===== src/rtl/bank_search_controller.sv =====
// Bank search controller: steps a bits detector through its frequency banks,
// hunting for a preamble on each. Once the preamble is found it forwards the
// payload bits and reports done, or reports fail on lost lock or exhausted banks.
module bank_search_controller #(
   parameter int                   BANKS     = 4,
   parameter int                   PRE_LEN   = 6,
   parameter logic [PRE_LEN-1:0]   PREAMBLE  = 6'b101011,
   parameter int                   TIMEOUT   = 4096,
   parameter int                   FLUSH_CYC = 2
) (
   input  logic                       clk,
   input  logic                       rst,
   input  logic                       start,
   input  logic [7:0]                 n_bits,
   input  logic                       det_dat,
   input  logic                       det_vld,
   output logic                       det_rst,
   output logic [$clog2(BANKS)-1:0]   bank,
   output logic                       bit_dat,
   output logic                       bit_vld,
   output logic                       busy,
   output logic                       locked,
   output logic                       done,
   output logic                       fail
);

   localparam int BW = $clog2(BANKS);
   localparam int TW = $clog2(TIMEOUT + 1);
   localparam int FW = $clog2(FLUSH_CYC + 1);
   localparam int RW = $clog2(PRE_LEN);

   localparam logic [TW-1:0] T_LAST = TW'(TIMEOUT - 1);
   localparam logic [FW-1:0] F_LAST = FW'(FLUSH_CYC - 1);
   localparam logic [RW-1:0] R_FULL = RW'(PRE_LEN - 1);
   localparam logic [BW-1:0] B_LAST = BW'(BANKS - 1);

   typedef enum logic [2:0] {
      IDLE, FLUSH, HUNT, PAYLOAD, DONE, FAIL
   } state_t;

   state_t               state_q, state_d;
   logic [BW-1:0]        bank_q, bank_d;
   logic [7:0]           nb_q, nb_d;
   logic [FW-1:0]        fcnt_q, fcnt_d;
   logic [TW-1:0]        tmr_q, tmr_d;
   logic [RW-1:0]        rcnt_q, rcnt_d;
   logic [7:0]           pcnt_q, pcnt_d;
   logic [PRE_LEN-1:0]   shreg_q, shreg_d;
   logic                 det_rst_q, det_rst_d;
   logic                 bit_dat_q, bit_dat_d;
   logic                 bit_vld_q, bit_vld_d;
   logic                 busy_q, busy_d;
   logic                 locked_q, locked_d;
   logic                 done_q, done_d;
   logic                 fail_q, fail_d;
   logic [PRE_LEN-1:0]   window;
   logic                 match;
   logic [7:0]           pcnt_inc;

   // Next-state and next-output logic; outputs are derived from the next state
   // so every output register lines up with the state register.
   always_comb begin
      state_d   = state_q;
      bank_d    = bank_q;
      nb_d      = nb_q;
      fcnt_d    = fcnt_q;
      tmr_d     = tmr_q;
      rcnt_d    = rcnt_q;
      pcnt_d    = pcnt_q;
      shreg_d   = shreg_q;
      bit_dat_d = bit_dat_q;
      bit_vld_d = 1'b0;
      window    = {shreg_q[PRE_LEN-2:0], det_dat};
      // A match needs PRE_LEN-1 earlier bits so cleared shreg zeros never count.
      match     = det_vld && (window == PREAMBLE) && (rcnt_q == R_FULL);
      pcnt_inc  = pcnt_q + 8'd1;

      case (state_q)
         IDLE: begin
            if (start) begin
               state_d = FLUSH;
               bank_d  = '0;
               nb_d    = n_bits;
               fcnt_d  = '0;
            end
         end
         FLUSH: begin
            // Clear the hunt context here so HUNT always starts clean.
            fcnt_d  = fcnt_q + 1'b1;
            tmr_d   = '0;
            rcnt_d  = '0;
            shreg_d = '0;
            if (fcnt_q == F_LAST)
               state_d = HUNT;
         end
         HUNT: begin
            tmr_d = tmr_q + 1'b1;
            if (det_vld) begin
               shreg_d = window;
               if (rcnt_q != R_FULL)
                  rcnt_d = rcnt_q + 1'b1;
            end
            if (match) begin
               tmr_d   = '0;
               pcnt_d  = '0;
               state_d = (nb_q == 8'd0) ? DONE : PAYLOAD;
            end else if (tmr_q == T_LAST) begin
               if (bank_q == B_LAST) begin
                  state_d = FAIL;
               end else begin
                  bank_d  = bank_q + 1'b1;
                  fcnt_d  = '0;
                  state_d = FLUSH;
               end
            end
         end
         PAYLOAD: begin
            tmr_d = tmr_q + 1'b1;
            if (det_vld) begin
               tmr_d     = '0;
               bit_vld_d = 1'b1;
               bit_dat_d = det_dat;
               pcnt_d    = pcnt_inc;
               if (pcnt_inc == nb_q)
                  state_d = DONE;
            end else if (tmr_q == T_LAST) begin
               state_d = FAIL;
            end
         end
         DONE:    state_d = IDLE;
         FAIL:    state_d = IDLE;
         default: state_d = IDLE;
      endcase

      busy_d    = (state_d != IDLE);
      locked_d  = (state_d == PAYLOAD);
      done_d    = (state_d == DONE);
      fail_d    = (state_d == FAIL);
      det_rst_d = !((state_d == HUNT) || (state_d == PAYLOAD));
   end

   // State, counters and registered outputs.
   always_ff @(posedge clk) begin
      if (rst) begin
         state_q   <= IDLE;
         bank_q    <= '0;
         nb_q      <= '0;
         fcnt_q    <= '0;
         tmr_q     <= '0;
         rcnt_q    <= '0;
         pcnt_q    <= '0;
         shreg_q   <= '0;
         det_rst_q <= 1'b1;
         bit_dat_q <= 1'b0;
         bit_vld_q <= 1'b0;
         busy_q    <= 1'b0;
         locked_q  <= 1'b0;
         done_q    <= 1'b0;
         fail_q    <= 1'b0;
      end else begin
         state_q   <= state_d;
         bank_q    <= bank_d;
         nb_q      <= nb_d;
         fcnt_q    <= fcnt_d;
         tmr_q     <= tmr_d;
         rcnt_q    <= rcnt_d;
         pcnt_q    <= pcnt_d;
         shreg_q   <= shreg_d;
         det_rst_q <= det_rst_d;
         bit_dat_q <= bit_dat_d;
         bit_vld_q <= bit_vld_d;
         busy_q    <= busy_d;
         locked_q  <= locked_d;
         done_q    <= done_d;
         fail_q    <= fail_d;
      end
   end

   assign det_rst = det_rst_q;
   assign bank    = bank_q;
   assign bit_dat = bit_dat_q;
   assign bit_vld = bit_vld_q;
   assign busy    = busy_q;
   assign locked  = locked_q;
   assign done    = done_q;
   assign fail    = fail_q;

endmodule


===== config.mk =====
export PLATFORM = sky130hd
export DESIGN_NAME = bank_search_controller
export DESIGN_NICKNAME = d
export VERILOG_FILES = /design/src/rtl/bank_search_controller.sv
export SDC_FILE = /design/constraint.sdc
export NUM_CORES = 1
export LEC_CHECK = 0
export CELL_PAD_IN_SITES_DETAIL_PLACEMENT = 0
export CELL_PAD_IN_SITES_GLOBAL_PLACEMENT = 2
export CORE_UTILIZATION = 35
export CTS_CLUSTER_SIZE = 14
export DETAILED_ROUTE_END_ITERATION = 16
export GPL_TIMING_DRIVEN = 0
export PLACE_DENSITY_LB_ADDON = 0.1
export REMOVE_ABC_BUFFERS = 1
export SLEW_MARGIN = 5
export SYNTH_ARGS = -nofsm -noshare
export SYNTH_HDL_FRONTEND = slang
export SYNTH_SLANG_ARGS = --single-unit

===== constraint.sdc =====
create_clock -name clk -period 2.4 [get_ports clk]
set_input_delay 0.6 -clock clk [delete_from_list [all_inputs] [get_ports clk]]
set_output_delay 0.6 -clock clk [all_outputs]
set_load 0.1 [all_outputs]

==> results.cfg <==
[run_status]
outcome = completed

[pwr]
p_sw_uw = 484
p_per_area_nw_per_um2 = 571
switching_share = 0.275
combinationalPowerShare = 0.148
power_frac_clock = 0.338
sequentialPowerShare = 0.514
intPower_uw = 1270
ir_worst_vdd_mv = 0.240
p_leak_uw = 0.00109

[floorplan]
rows = 31
die_h_um = 89.0
coreArea_um2 = 7290
die_area_um2 = 7920
pin_count = 22
start_util = 0.363
die-width_um = 89.0

[synth]
synth-adder-area-share = 0.0283
yosys.area.top_type = dfxtp_1
synth-edff-count = 0
seq_area_frac_synth = 0.385
synth_cells = 325
syn_area_um2 = 2650
synth_simple_gate_area_frac = 0.272
synth_seq_cells = 51
syn_area_per_cell_um2 = 8.15
synth_top_family_by_area = simple AND/OR/NAND/NOR gates
synth-compound-area-share = 0.208
async_flop_share = 0
synthTopCellsByArea = dfxtp_1, a21oi_1, nand2_1, nor2_1, xnor2_1
synthXorXnorAreaFrac = 0.0562
yosysUniqueCellTypes = 56
muxShareOfSynthArea = 0.00425
synth_top_cell_area_share = 0.385
synth_ff_type = dfxtp_1
ys_warn_count = 0

[hold_path]
holdPathStages = 2
min-delay-path-class = register to register
min_from = bit_dat
holdPathEnd = bit_dat

[route]
firstDrtPassIters = 4
vias = 2303
drtAntennaViolNets = 0
post-route-drc-count = 0
wire_per_inst_um = 14.2
drtIter0Drc = 95
avgViaCountPerCell = 5.26
routed_wl_mm = 6.21

[critical_path]
required_ns = 2.66
critical_path.max_fanout = 5
ff2ff_setup_slack_ns = 0.13
r2r-end = fcnt_q[1]
endpoint_kind = register
rr_startpoint = tmr_q[0]
rr_worst_depth = 7
critPathLaunchType = input pin
critical_path_class = input pin to register
cp.arrival_ns = 2.61

[sta]
finalHoldWorstSlack_ns = 0.455
max_slew_margin = 0.350
drv_slew = 0
finalHoldViolations = 0
rsz0062_at_grt = yes
layout_setup_ws_ns = 0.0484
timing.fmax_mhz = 425
fin_crit_sh = 0.980
post-route-min-period_ns = 2.35
worst_pin_slew_ns = 0.973
skew_ns = 0.0110
setup_viol = 0

[cts]
cts_made_buffers = 5
clock_latency_ns = 0.30
cts.reportedPaths.clkPinSlew_ns = 0.10
h-tree-depth = 2
tritoncts = done
clockRootBuffer = clkbuf_8
clockBufferDepth = 2
cts_sinks = 51

[layout]
multi_input_area_um2 = 1580
layout_commonest_cell = dfxtp_1
finalInstanceArea_um2 = 3080
instances_no_fill = 438
fillers = 817
seq_area_um2 = 1030
nNetsFinal = 358
drive_above_1_share = 0.106
diodes = 0
final_cell_mix = dfxtp_1, nand2_1, nor2_1, a21oi_1, nand3_1
synthToLayoutAreaGrowth_pct = 16.1

[placement]
dp_slack_ns = -0.826
place_area_um2 = 2880
dp.cells = 430
io_buffers = 21
dp_hpwl_mm = 4.47
gp_routability_congestion = 0.747

[global_routing]
grt_pass1_wl_mm = 10.2
grt_pass1_vias = 2060
grt_overflow = 0
grt_usage = 0.167
antenna_found_initial = 0
grt_max_degree = 32

[flow_run]
max_cap_violations = 0
-- cell usage after synthesis (all sizes together), types with 5 or more instances --
library cell and instances:
ha 6, nand2b 8, nand3 15, o211ai 7, nor3 10, a21oi 35
clkbuf 13, o21ai 11, dfxtp 51, xnor2 9, xor2 8, nor2 37
nand2 39, inv 5
-- metrics by stage --
stage	power, uW	util	setup TNS [ns]
floorplan	1080	-	0
global placement	1170	0.395	-20.42
detailed placement	1170	0.395	-20.57
CTS	1770	0.414	0
global route	1850	0.422	-0.000139
finish	1760	0.422	0
-- worst max path at each step --
stage	from	endpoint	slack, ns	cells past startpoint
after floorplan	bank[0]	fcnt_q[1]	0.23	5
after global placement	rst	pcnt_q[5]	-0.85	7
after detailed placement	rst	pcnt_q[5]	-0.83	7
after CTS	locked	locked	0.004	1
after global routing	det_dat	locked	-0.0001	7
final	det_dat	det_rst	0.05	7
-- repair_timing --
item,in CTS,in global routing
resized for setup,15,14
hold endpoints to repair,0,0
hold buffers,0,0
setup buffers,0,1
setup endpoints to repair,39,29
pin swaps,0,3
-- metal layers --
metal	share of wire	wire, um	GRT usage	vias to the layer above
li1	-	-	-	1189
met3	0.026	159	0.0323	4
met5	0	0	0	-
met2	0.45	2820	0.274	33
met1	0.51	3190	0.229	1077
met4	0.0072	45	0.0346	0
-- worst max-delay path, cell delays in order --
cell	delay (ns)
clkdlybuf4s50_1	0.52
nand4b_1	0.19
or3_4	0.40
o211a_4	0.28
a221oi_4	0.27
o21a_1	0.23
or2_2	0.12
-- power by group through the flow --
| stage | combinational, uW | sequential, uW | clock (uW) |
|---|---|---|---|
| 5_1_grt | 287 | 909 | 651 |
| 3_3_place_gp | 248 | 920 | 0 |
| 4_1_cts | 256 | 902 | 616 |
| 6_report | 260 | 903 | 594 |
| 3_5_place_dp | 249 | 920 | 0 |
| 2_1_floorplan | 136 | 945 | 0 |
-- registers in the layout, summed over array words and instances, names as in the netlist, 2 cells and up --
signal / flops
pcnt_q: 8
nb_q: 8
state_q: 3
bank: 2
fcnt_q: 2
shreg_q: 5
tmr_q: 13
rcnt_q: 3
-- kinds of logic (layout without fill, tap and decap cells) --
group,after synthesis,in the layout
xor+xnor,17,17
compound gates,85,85
mux,1,1
buf+inv,20,34
simple gates,145,145
flops,51,51
fa+ha+maj,6,6
-- layout make-up --
type,count,area share
clock buffer,5,0.0224
sequential,51,0.333
clock inverter,2,0.0122
multi-input combinational,254,0.515
timing repair buffer,22,0.0711
inverter,5,0.00610
tap,99,0.0402
Note: power is estimated with default switching activity, not from simulation.
